==> src/rtl/maple_pkg.sv <==
// rtl/maple_pkg.sv - shared encodings and constants for the Maple receive path
package maple_pkg;

   typedef enum logic [1:0] {
      IDLE,
      START,
      DATA
   } state_t;

   localparam int START_PULSES = 4;
   localparam int END_PULSES   = 2;
   localparam int ENTRY_W      = 9;

endpackage

==> src/rtl/sync_fifo.sv <==
// rtl/sync_fifo.sv - first-word fall-through synchronous FIFO
// Pointers carry one extra wrap bit so full and empty are distinguished without a counter.
module sync_fifo #(
   parameter int WIDTH = 9,
   parameter int DEPTH = 8
) (
   input  logic             clk,
   input  logic             rst,
   input  logic             push,
   input  logic             pop,
   input  logic [WIDTH-1:0] wdata,
   output logic [WIDTH-1:0] rdata,
   output logic             full,
   output logic             empty
);

   localparam int AW = $clog2(DEPTH);

   logic [WIDTH-1:0] mem [DEPTH];
   logic [AW:0]      wr_ptr;
   logic [AW:0]      rd_ptr;
   logic             do_push;
   logic             do_pop;

   assign empty   = (wr_ptr == rd_ptr);
   assign full    = (wr_ptr[AW] != rd_ptr[AW]) && (wr_ptr[AW-1:0] == rd_ptr[AW-1:0]);
   assign do_pop  = pop && !empty;
   // a pop in the same cycle frees the slot, so a full FIFO still accepts the push
   assign do_push = push && (!full || do_pop);
   assign rdata   = empty ? '0 : mem[rd_ptr[AW-1:0]];

   always_ff @(posedge clk) begin
      if (do_push) begin
         mem[wr_ptr[AW-1:0]] <= wdata;
      end
   end

   always_ff @(posedge clk) begin
      if (!rst) begin
         wr_ptr <= '0;
         rd_ptr <= '0;
      end else begin
         if (do_push) begin
            wr_ptr <= wr_ptr + 1'b1;
         end
         if (do_pop) begin
            rd_ptr <= rd_ptr + 1'b1;
         end
      end
   end

endmodule

==> src/rtl/maple_rx.sv <==
// rtl/maple_rx.sv - Maple bus receive decoder with byte FIFO and sticky status
// Optional MAPLE_RX_CHECKSUM_EN adds crc_ok (XOR of all frame bytes is zero).
module maple_rx
   import maple_pkg::*;
#(
   parameter int FIFO_DEPTH = 8,
   parameter int TIMEOUT    = 1023
) (
   input  logic       clk,
   input  logic       rst,
   input  logic       in_p1,
   input  logic       in_p5,
   input  logic       rx_en,
   output logic [7:0] rx_data,
   output logic       rx_last,
   output logic       rx_valid,
   input  logic       rx_ready,
   output logic       busy,
   output logic       overflow,
   output logic       frame_err,
`ifdef MAPLE_RX_CHECKSUM_EN
   output logic       crc_ok,
`endif
   input  logic       clr_status
);

   localparam int            TW      = $clog2(TIMEOUT + 1);
   localparam logic [TW-1:0] TMO_MAX = TW'(TIMEOUT);

   logic a_meta, a_sync, a_prev;
   logic b_meta, b_sync, b_prev;
   logic a_fall, a_rise, b_fall, b_rise, any_edge;

   state_t               state;
   logic [2:0]           pulse_cnt;
   logic                 phase_b;
   logic                 tent;
   logic [1:0]           end_cnt;
   logic [6:0]           shreg;
   logic [2:0]           bit_cnt;
   logic [7:0]           pend;
   logic                 pend_valid;
   logic [TW-1:0]        tmo;
   logic                 push;
   logic [ENTRY_W-1:0]   push_data;
   logic                 commit;
   logic                 bit_val;
   logic [7:0]           nxt_byte;
   logic                 byte_done;
   logic [ENTRY_W-1:0]   head;
   logic                 full;
   logic                 empty;
   logic                 pop_fire;
`ifdef MAPLE_RX_CHECKSUM_EN
   logic [7:0]           acc;
`endif

   always_ff @(posedge clk) begin
      if (!rst) begin
         {a_meta, a_sync, a_prev} <= 3'b111;
         {b_meta, b_sync, b_prev} <= 3'b111;
      end else begin
         a_meta <= in_p1;
         a_sync <= a_meta;
         a_prev <= a_sync;
         b_meta <= in_p5;
         b_sync <= b_meta;
         b_prev <= b_sync;
      end
   end

   assign a_fall   = a_prev & ~a_sync;
   assign a_rise   = ~a_prev & a_sync;
   assign b_fall   = b_prev & ~b_sync;
   assign b_rise   = ~b_prev & b_sync;
   assign any_edge = (a_prev ^ a_sync) | (b_prev ^ b_sync);

   // An A fall with B low is held tentative: a following A rise makes it an end pulse,
   // a following B edge makes it a data 0.
   always_comb begin
      commit  = 1'b0;
      bit_val = 1'b0;
      if (state == DATA) begin
         if (phase_b) begin
            if (b_fall) begin
               commit  = 1'b1;
               bit_val = a_sync;
            end
         end else if (end_cnt == 2'd0) begin
            if (a_fall && b_sync) begin
               commit  = 1'b1;
               bit_val = 1'b1;
            end else if (tent && (b_rise || b_fall)) begin
               commit  = 1'b1;
               bit_val = 1'b0;
            end
         end
      end
   end

   assign nxt_byte  = {shreg, bit_val};
   assign byte_done = commit && (bit_cnt == 3'd7);

   always_ff @(posedge clk) begin
      if (!rst) begin
         state      <= IDLE;
         pulse_cnt  <= '0;
         phase_b    <= 1'b0;
         tent       <= 1'b0;
         end_cnt    <= '0;
         shreg      <= '0;
         bit_cnt    <= '0;
         pend       <= '0;
         pend_valid <= 1'b0;
         tmo        <= '0;
         push       <= 1'b0;
         push_data  <= '0;
         frame_err  <= 1'b0;
`ifdef MAPLE_RX_CHECKSUM_EN
         acc        <= '0;
         crc_ok     <= 1'b0;
`endif
      end else begin
         push <= 1'b0;
         case (state)
            IDLE: begin
               if (rx_en && a_fall && b_sync) begin
                  state     <= START;
                  pulse_cnt <= '0;
                  tmo       <= '0;
               end
            end
            START, DATA: begin
               if (!any_edge) begin
                  if (tmo == TMO_MAX) begin
                     frame_err  <= 1'b1;
                     pend_valid <= 1'b0;
                     state      <= IDLE;
                  end else begin
                     tmo <= tmo + 1'b1;
                  end
               end else begin
                  tmo <= '0;
                  if (state == START) begin
                     if (b_fall && !a_sync && pulse_cnt != 3'd7) begin
                        pulse_cnt <= pulse_cnt + 3'd1;
                     end
                     if (a_rise) begin
                        if (pulse_cnt == 3'(START_PULSES)) begin
                           state      <= DATA;
                           phase_b    <= 1'b0;
                           tent       <= 1'b0;
                           end_cnt    <= '0;
                           bit_cnt    <= '0;
                           pend_valid <= 1'b0;
`ifdef MAPLE_RX_CHECKSUM_EN
                           acc        <= '0;
`endif
                        end else begin
                           state <= IDLE;
                        end
                     end
                  end else if (commit) begin
                     shreg   <= nxt_byte[6:0];
                     bit_cnt <= bit_cnt + 3'd1;
                     phase_b <= ~phase_b;
                     tent    <= 1'b0;
                     if (byte_done) begin
                        pend       <= nxt_byte;
                        pend_valid <= 1'b1;
                        if (pend_valid) begin
                           push      <= 1'b1;
                           push_data <= {1'b0, pend};
                        end
`ifdef MAPLE_RX_CHECKSUM_EN
                        acc <= acc ^ nxt_byte;
`endif
                     end
                  end else if (phase_b) begin
                     if (a_fall && !b_sync) begin
                        frame_err  <= 1'b1;
                        pend_valid <= 1'b0;
                        state      <= IDLE;
                     end
                  end else if (end_cnt != 2'd0 && (b_rise || b_fall)) begin
                     if (b_rise && end_cnt == 2'(END_PULSES) && !tent &&
                         bit_cnt == 3'd0 && pend_valid) begin
                        push      <= 1'b1;
                        push_data <= {1'b1, pend};
`ifdef MAPLE_RX_CHECKSUM_EN
                        crc_ok    <= (acc == 8'd0);
`endif
                     end else begin
                        frame_err <= 1'b1;
                     end
                     pend_valid <= 1'b0;
                     state      <= IDLE;
                  end else if (b_fall && !a_sync) begin
                     frame_err  <= 1'b1;
                     pend_valid <= 1'b0;
                     state      <= IDLE;
                  end else if (a_fall && !b_sync) begin
                     tent <= 1'b1;
                  end else if (a_rise && tent) begin
                     tent <= 1'b0;
                     if (end_cnt != 2'd3) begin
                        end_cnt <= end_cnt + 2'd1;
                     end
                  end
               end
            end
            default: state <= IDLE;
         endcase
         if (clr_status) begin
            frame_err <= 1'b0;
         end
      end
   end

   sync_fifo #(
      .WIDTH (ENTRY_W),
      .DEPTH (FIFO_DEPTH)
   ) u_fifo (
      .clk   (clk),
      .rst   (rst),
      .push  (push),
      .pop   (rx_ready),
      .wdata (push_data),
      .rdata (head),
      .full  (full),
      .empty (empty)
   );

   assign {rx_last, rx_data} = head;
   assign rx_valid           = ~empty;
   assign busy               = (state != IDLE);
   assign pop_fire           = rx_ready && !empty;

   always_ff @(posedge clk) begin
      if (!rst) begin
         overflow <= 1'b0;
      end else if (clr_status) begin
         overflow <= 1'b0;
      end else if (push && full && !pop_fire) begin
         overflow <= 1'b1;
      end
   end

endmodule
==> config.mk <==
export PLATFORM = sky130hd
export DESIGN_NAME = maple_rx
export DESIGN_NICKNAME = d
export VERILOG_FILES = /design/src/rtl/maple_pkg.sv /design/src/rtl/sync_fifo.sv /design/src/rtl/maple_rx.sv
export SDC_FILE = /design/constraint.sdc
export NUM_CORES = 1
export LEC_CHECK = 0
export CAP_MARGIN = 0
export CORE_ASPECT_RATIO = 2
export CORE_MARGIN = 8
export CORE_UTILIZATION = 63
export DETAILED_ROUTE_END_ITERATION = 7
export DONT_BUFFER_PORTS = 1
export PLACE_DENSITY_LB_ADDON = 0.08
export SYNTH_ARGS = -nofsm -noshare
export SYNTH_HDL_FRONTEND = slang
export SYNTH_SLANG_ARGS = --single-unit
==> constraint.sdc <==
create_clock -name clk -period 2.6 [get_ports clk]
set_input_delay 0.39 -clock clk [delete_from_list [all_inputs] [get_ports clk]]
set_output_delay 0.39 -clock clk [all_outputs]
set_load 0.005 [all_outputs]
**Yosys cells after proc, flatten, opt, wreduce, memory -nomap -nowiden**

Memories as Yosys holds them, arrays and structs flattened. A register that Yosys moved wholly into a read port is not among the register bits.
Cells that the tools add are included.

- Output and inout bits: 13
- Register bits: 64
- Memory bits (writable): 72
- Word-level logic and storage cells: 236
- Memories: 1
- Input port bits: 7

- Multiplexer cells: 92
- Bitwise gates (word level): 17
- Add/subtract/negate cells: 6
- Equal/unequal tests: 44
- Reduce and logical (&&, ||, !) cells: 54

Memories:

| name | depth | bits a word | read ports | clocked after Yosys merged registers in | wr ports | line | text |
|---|---|---|---|---|---|---|---|
| u_fifo.mem | 8 | 9 | 1 | 1 | 1 | sync_fifo.sv:19 | `logic [WIDTH-1:0] mem [DEPTH];` |

Operators with widths:

| kind | count |
|---|---|
| $mux W9 | 7 |
| $mux W1 | 48 |
| $mux W2 | 21 |
| $mux W10 | 3 |
| $mux W3 | 10 |
| $ne A2 B2 Y1 const B | 12 |
| $pmux W10 S2 | 1 |
| $logic_and A1 B1 Y1 | 19 |
| $ne A3 B3 Y1 const B | 6 |
| $reduce_bool A2 Y1 | 9 |
| $reduce_and A8 Y1 | 2 |
| $reduce_and A5 Y1 | 3 |
| $reduce_and A7 Y1 | 2 |
| $ne A4 B4 Y1 const B | 3 |
| $reduce_and A11 Y1 | 1 |
| $add A10 B1 Y10 const B | 1 |
| $eq A10 B10 Y1 const B | 1 |
| $ne A2 B1 Y1 const B | 5 |
| $not A1 Y1 | 10 |
| $add A4 B1 Y4 const B | 2 |
| $add A3 B1 Y3 const B | 2 |
| $eq A3 B3 Y1 const B | 2 |
| $logic_not A1 Y1 | 6 |
| $ne A3 B2 Y1 const B | 2 |
| other kinds (27) | 35 |

**Logic depth before layout (Yosys ltp)**

- Depth after elaboration: 14
- Gate-level depth with buffers: 9
- Gate-level depth less buffers: 7

**Hierarchy**

A second synthesis with hierarchy kept.

- Cells, all modules: 505
- Area total of the unflattened synthesis: 6289.8 um^2

Modules (own cells, without submodules):

| module | area an instance (um^2) | sequential area each (um^2) | cells each | times used |
|---|---|---|---|---|
| sync_fifo | 3407.0 | 2382.3 | 185 | 1 |
| maple_rx | 2882.8 | 1121.1 | 320 | 1 |

**Least setup slack after synthesis**

OpenSTA, ideal clock, no wires.

- Kind: reg2reg
- Start: reg u_fifo.wr_ptr[1]
- End: mem u_fifo.mem[0][0], enable pin
- Arrival: 1875 ps
- Path buffers: 1
- Stages on the path, launching flop included: 7
- Required time: 2213 ps
- Library setup time: 387 ps
- Period minus slack after synthesis: 2261 ps
- Path slack: 339 ps
- Cell sequence: dfxtp_1 -> buf_2 -> xnor2_1 -> and3_1 -> a21boi_1 -> nand2b_1 -> nor3_1

- Cells in the longest elaborated chain, start to end: 7
- Elaborated cells on any way between the ends: 10
- Those cells by class: 2 x eq/ne; 2 x mux; 6 x reduce/logical

RTL lines:

| what | line | text |
|---|---|---|
| from (decl) | sync_fifo.sv:20 | `logic [AW:0] wr_ptr;` |
| from (signal assigned) | sync_fifo.sv:44 | `wr_ptr <= wr_ptr + 1'b1;` |
| $eq A4 B4 Y1 / $eq A3 B3 Y1 (equally long branches) | sync_fifo.sv:25, sync_fifo.sv:26 |  |
| $logic_not A1 Y1 / $logic_and A1 B1 Y1 (equally long branches) | sync_fifo.sv:27, sync_fifo.sv:26 |  |
| $logic_and A1 B1 Y1 / $logic_not A1 Y1 (equally long branches) | sync_fifo.sv:27, sync_fifo.sv:29 |  |
| $logic_or A1 B1 Y1 | sync_fifo.sv:29 | `assign do_push = push && (!full \|\| do_pop);` |
| $logic_and A1 B1 Y1 | sync_fifo.sv:29 |  |
| $mux W1 | sync_fifo.sv:33 | `if (do_push) begin` |
| $mux W1 (implied by the code) | sync_fifo.sv:34 | `mem[wr_ptr[AW-1:0]] <= wdata;` |
| to (decl) | sync_fifo.sv:19 |  |

Parallel ways exist; a longest one is shown, timed or not.

**Worst setup path after layout**

- Start: reg b_sync
- End: reg push_data[3]

- Cells in the longest elaborated chain, start to end: 12
- Elaborated cells on any way between the ends: 27
- Those cells by class: 3 x eq/ne; 7 x mux; 5 x bitwise; 12 x reduce/logical

RTL lines:

| what | line | text |
|---|---|---|
| from (decl) | maple_rx.sv:31 | `logic b_meta, b_sync, b_prev;` |
| from (signal assigned) | maple_rx.sv:67 | `b_sync <= b_meta;` |
| $not A1 Y1 | maple_rx.sv:74 | `assign b_fall = b_prev & ~b_sync;` |
| $and A1 B1 Y1 | maple_rx.sv:74 |  |
| $logic_or A1 B1 Y1 | maple_rx.sv:93, maple_rx.sv:185 |  |
| $logic_and A1 B1 Y1 | maple_rx.sv:93 | `end else if (tent && (b_rise \|\| b_fall)) begin` |
| $mux W1 | maple_rx.sv:93 |  |
| $mux W1 | maple_rx.sv:90 | `if (a_fall && b_sync) begin` |
| $mux W1 | maple_rx.sv:89 | `end else if (end_cnt == 2'd0) begin` |
| $mux W1 | maple_rx.sv:84 | `if (phase_b) begin` |
| $mux W1 | maple_rx.sv:83 | `if (state == DATA) begin` |
| $logic_and A1 B1 Y1 | maple_rx.sv:102 | `assign byte_done = commit && (bit_cnt == 3'd7);` |
| $ne A2 B1 Y1 (no source line) | n/a |  |
| $reduce_and A8 Y1 (no source line) | n/a |  |
| to (signal assigned) | maple_rx.sv:173 | `push_data <= {1'b0, pend};` |
| to (signal assigned) | maple_rx.sv:189 | `push_data <= {1'b1, pend};` |
| to (decl) | maple_rx.sv:45 | `logic [ENTRY_W-1:0] push_data;` |

Parallel ways exist; a longest one is shown, timed or not.
A chain may end at the register's enable or synchronous reset.

==> summary.md <==
| Metric | Value |
|---|---|
| Internal power | 3830 uW |
| Reg2Reg Depth | 8 |
| Largest net degree at the start of global routing | 75 |
| Worst-path clk slew | approximately 60 ps |
| Mapped Cells | about 500 |
| Number of synthesized register bits | roughly 140 |
| Setup Skew | 8.64 ps |
| Yosys top cell by area | edfxtp_1 |
| Final Instance Area | between 0.006 and 0.007 mm^2 |
| Yosys top cell area share | 0.350 |
| Critical Path Max Stage Delay | 400 ps |
| Die W | between 80 and 90 um |
| Cells after DPL | 626 |
| Worst skew pair latency | about 410 ps |
| Tot GR Track Use | 0.194 |
| Share of flip-flops with an asynchronous set or reset | 0 |
| Count leader, synth | edfxtp_1 |
| Power Density | between 700 and 800 mW/mm^2 |
| Port bufs | 0 |
| CTS Hold Buffers Added | 0 |
| Area contributors post-synth | edfxtp_1 35%, dfxtp_1 22%, mux4_2 6.6% |
| Drt pass-1 iters | 4 |
| Final ANT Viol Nets | 0 |
| NumNets Final | 542 |
| Die span in y | around 160 um |
| Reg2reg end | push_data[3]$_SDFFE_PN0P_ |
| Data required time at the worst endpoint | slightly below 3000 ps |
| Tot Pwr | a little under 5000 uW |
| Critical R2R Launch | b_sync$_SDFF_PN1_ |
| VDD IR max | about 0.52 mV |
| Hold Crit Start | in_p5 |
| # diodes | 0 |
| # setup viols final | 0 |
| Prevailing post-synth register cell | edfxtp_1 |
| CTS resizes | 0 |
| Number of synthesized flops with an enable pin | 72 |
| Slowest CP cell | ha_1 |
| Initial antenna violation count | 0 |
| CORE AREA | 0.00964 mm^2 |
| Post-DP HPWL | roughly 8000 um |
| GPL Wtd Cong | 0.946 |
| Status | finished, final reports clean |
| Crit path capture type | flip-flop |
| Final-layout fill cell count | 671 |
| Part of the power in registers | 0.473 |
| Cts bufs inserted | 17 |
| Final setup TNS | 0 ps |
| Logic pwr share | 0.059 |
| Leak pwr | 0.00266 uW |
| Maximum capacitance violations | 0 |
| Sequential share of the synthesized area | 0.567 |
| Routed WL | roughly 12000 um |
| CTS tree | done |
| Final Cycle Share | 0.885 |
| CTS Sinks | approximately 140 |
| WHS Path Cells | 1 |
| Mapped cell area | just over 0.006 mm^2 |
| Wire per inst | 17.9 um |
| Vias per Instance | around 5.7 |
| Die ar. | 0.0134 mm^2 |
| Clock share of power | 0.468 |
| P_sw | 1040 uW |
| Number of library cell types mapped by synthesis | 59 |
| Worst Path Arrival | 2630 ps |
| Finished Core Util | 0.720 |
| Reg area | between 0.003 and 0.004 mm^2 |
| Multi-input logic area | about 0.0025 mm^2 |
| Crit path launch type | flip-flop |
| Finished Layout Cells | 657 |
| Proportion of layout cells with a drive suffix above 1 | 0.149 |
| Final Hold Vio Count | 0 |
| First-pass GRT wire length | between 15000 and 20000 um |
| Syn Nets | about 530 |
| R2R setup slack | 300 ps |
| RSZ-0062 raised after global routing | no |
| Worst rel slew slack | 0.573 |
| GR Overflow Total | 0 |
| Row cnt | 51 |
| Min Tclk post-route | around 2300 ps |
| Worst-path fanout max | 9 |
| Critical Path, Cell by Cell | inv_1 > ha_1 > nor2b_2 > o211a_1 > or3_4 > a221oi_2 > buf_4 > mux2i_1 |
| Syn Area/Cell | 12.4 um^2 |
| Max clock buf depth | 2 |
| Synth Warn # | 0 |
| Worst Hold Endpoint | b_meta$_SDFF_PN1_ |
| Worst min-delay path class | in -> reg |
| Fmax | approximately 430 MHz |
| Routed vias | 3748 |
| H-Tree Depth | 4 |
| Actual slew at the worst max-slew pin | 636 ps |
| Slew Limit Fails | 0 |
| Post-CTS Setup Bufs | 0 |
| Switch share | 0.214 |
| Drt drc | 0 |
| Area grow syn2layout | 12.3% |
| Clk root buf | clkbuf_16 |
| Post-synth top cells | 72 x edfxtp_1, 67 x dfxtp_1, 43 x nand2_1, 40 x mux2i_1, 35 x nor2_1 |
| DP Area | about 0.0064 mm^2 |
| DRT iter0 DRCs | about 200 |
| I/O Pins | 20 |
| Critical path class | reg -> reg |
| Number of global-route vias before repair | between 3000 and 4000 |
| Initial core utilization | 0.641 |
==> cell usage in the layout, fill, tap and decap left out, types with 13 or more instances in the layout <==
| cell | synthesis | routed |
|---|---|---|
| nor2_1 | 35 | 35 |
| mux4_2 | 18 | 18 |
| nand2b_1 | 13 | 13 |
| clkbuf_16 | 0 | 17 |
| nor2b_1 | 24 | 24 |
| ha_1 | 22 | 22 |
| nand2_1 | 43 | 43 |
| edfxtp_1 | 72 | 72 |
| buf_4 | 0 | 19 |
| mux2i_1 | 40 | 40 |
| inv_1 | 16 | 16 |
| dfxtp_1 | 67 | 67 |
| xnor2_1 | 15 | 15 |
==> per-layer routing <==
| metal | up-vias | global-route usage | part of all wire |
|---|---|---|---|
| li1 | 1835 | - | - |
| met1 | 1827 | 0.173 | 0.35 |
| met2 | 66 | 0.378 | 0.59 |
| met3 | 20 | 0.0512 | 0.028 |
| met4 | 0 | 0.0934 | 0.024 |
| met5 | - | 0 | 0 |
==> registers in the layout (all words and copies together) (netlist names), 2 cells and up, named ones only <==
signal,cells
u_fifo.mem,72
pend,8
end_cnt,2
push_data,9
pulse_cnt,3
u_fifo.rd_ptr,4
u_fifo.wr_ptr,4
bit_cnt,3
shreg,7
tmo,10
state,2
==> worst max-delay path by stage <==
stage                                        from                         end  slack, ps  cells after the start
floorplan           u_fifo.wr_ptr[1]$_SDFFE_PN0P_  u_fifo.mem[0][0]$_DFFE_PP_        340                      6
global placement                b_sync$_SDFF_PN1_   push_data[7]$_SDFFE_PN0P_        370                      8
detailed placement              b_sync$_SDFF_PN1_   push_data[8]$_SDFFE_PN0P_        350                      8
CTS                 u_fifo.wr_ptr[1]$_SDFFE_PN0P_                    rx_valid        270                      4
global route        u_fifo.wr_ptr[1]$_SDFFE_PN0P_                    rx_valid         80                      4
finish                          b_sync$_SDFF_PN1_   push_data[3]$_SDFFE_PN0P_        300                      8
==> worst max-delay path, delay by kind of cell, from the launching register on <==
kind            cells  cell delay [ps]
simple gates        2              460
compound gates      2              460
fa+ha+maj           1              400
flops               1              380
buf+inv             2              320
mux                 1              210
==> final cells by class <==
type / count / area share
Clock buffer: 19 / 0.0639
Inverter: 16 / 0.00866
Tap cell: 132 / 0.0238
Multi-Input combinational cell: 320 / 0.360
Timing Repair Buffer: 19 / 0.0206
Clock inverter: 12 / 0.0179
Sequential cell: 139 / 0.505
==> through the flow <==
stage	hold WS, ps	worst slack, ps
floorplan	386	339
global placement	402	373
detailed placement	400	352
CTS	42.4	267
global route	34.3	77.4
finish	80.9	299
==> power by group through the flow <==
stage               Combinational [uW]  Sequential (uW)  Clock (uW)
CTS                                283             2310        2320
global route                       313             2310        2430
global placement                   275             2350           0
floorplan                          216             2350           0
finish                             286             2310        2280
detailed placement                 281             2360           0
==> kinds of logic (layout without fill, tap and decap cells) <==
group	Yosys count	after routing	synth area share
DFF	139	139	0.567
xor gates and xnor gates	16	16	0.0227
and+or+nand+nor	175	175	0.146
adders and majority gates	22	22	0.0446
AOI/OAI and AO/OA	49	49	0.0604
buffers and inverters	40	66	0.0284
muxes	58	58	0.130
No activity file was read; power rests on OpenSTA's default activity.
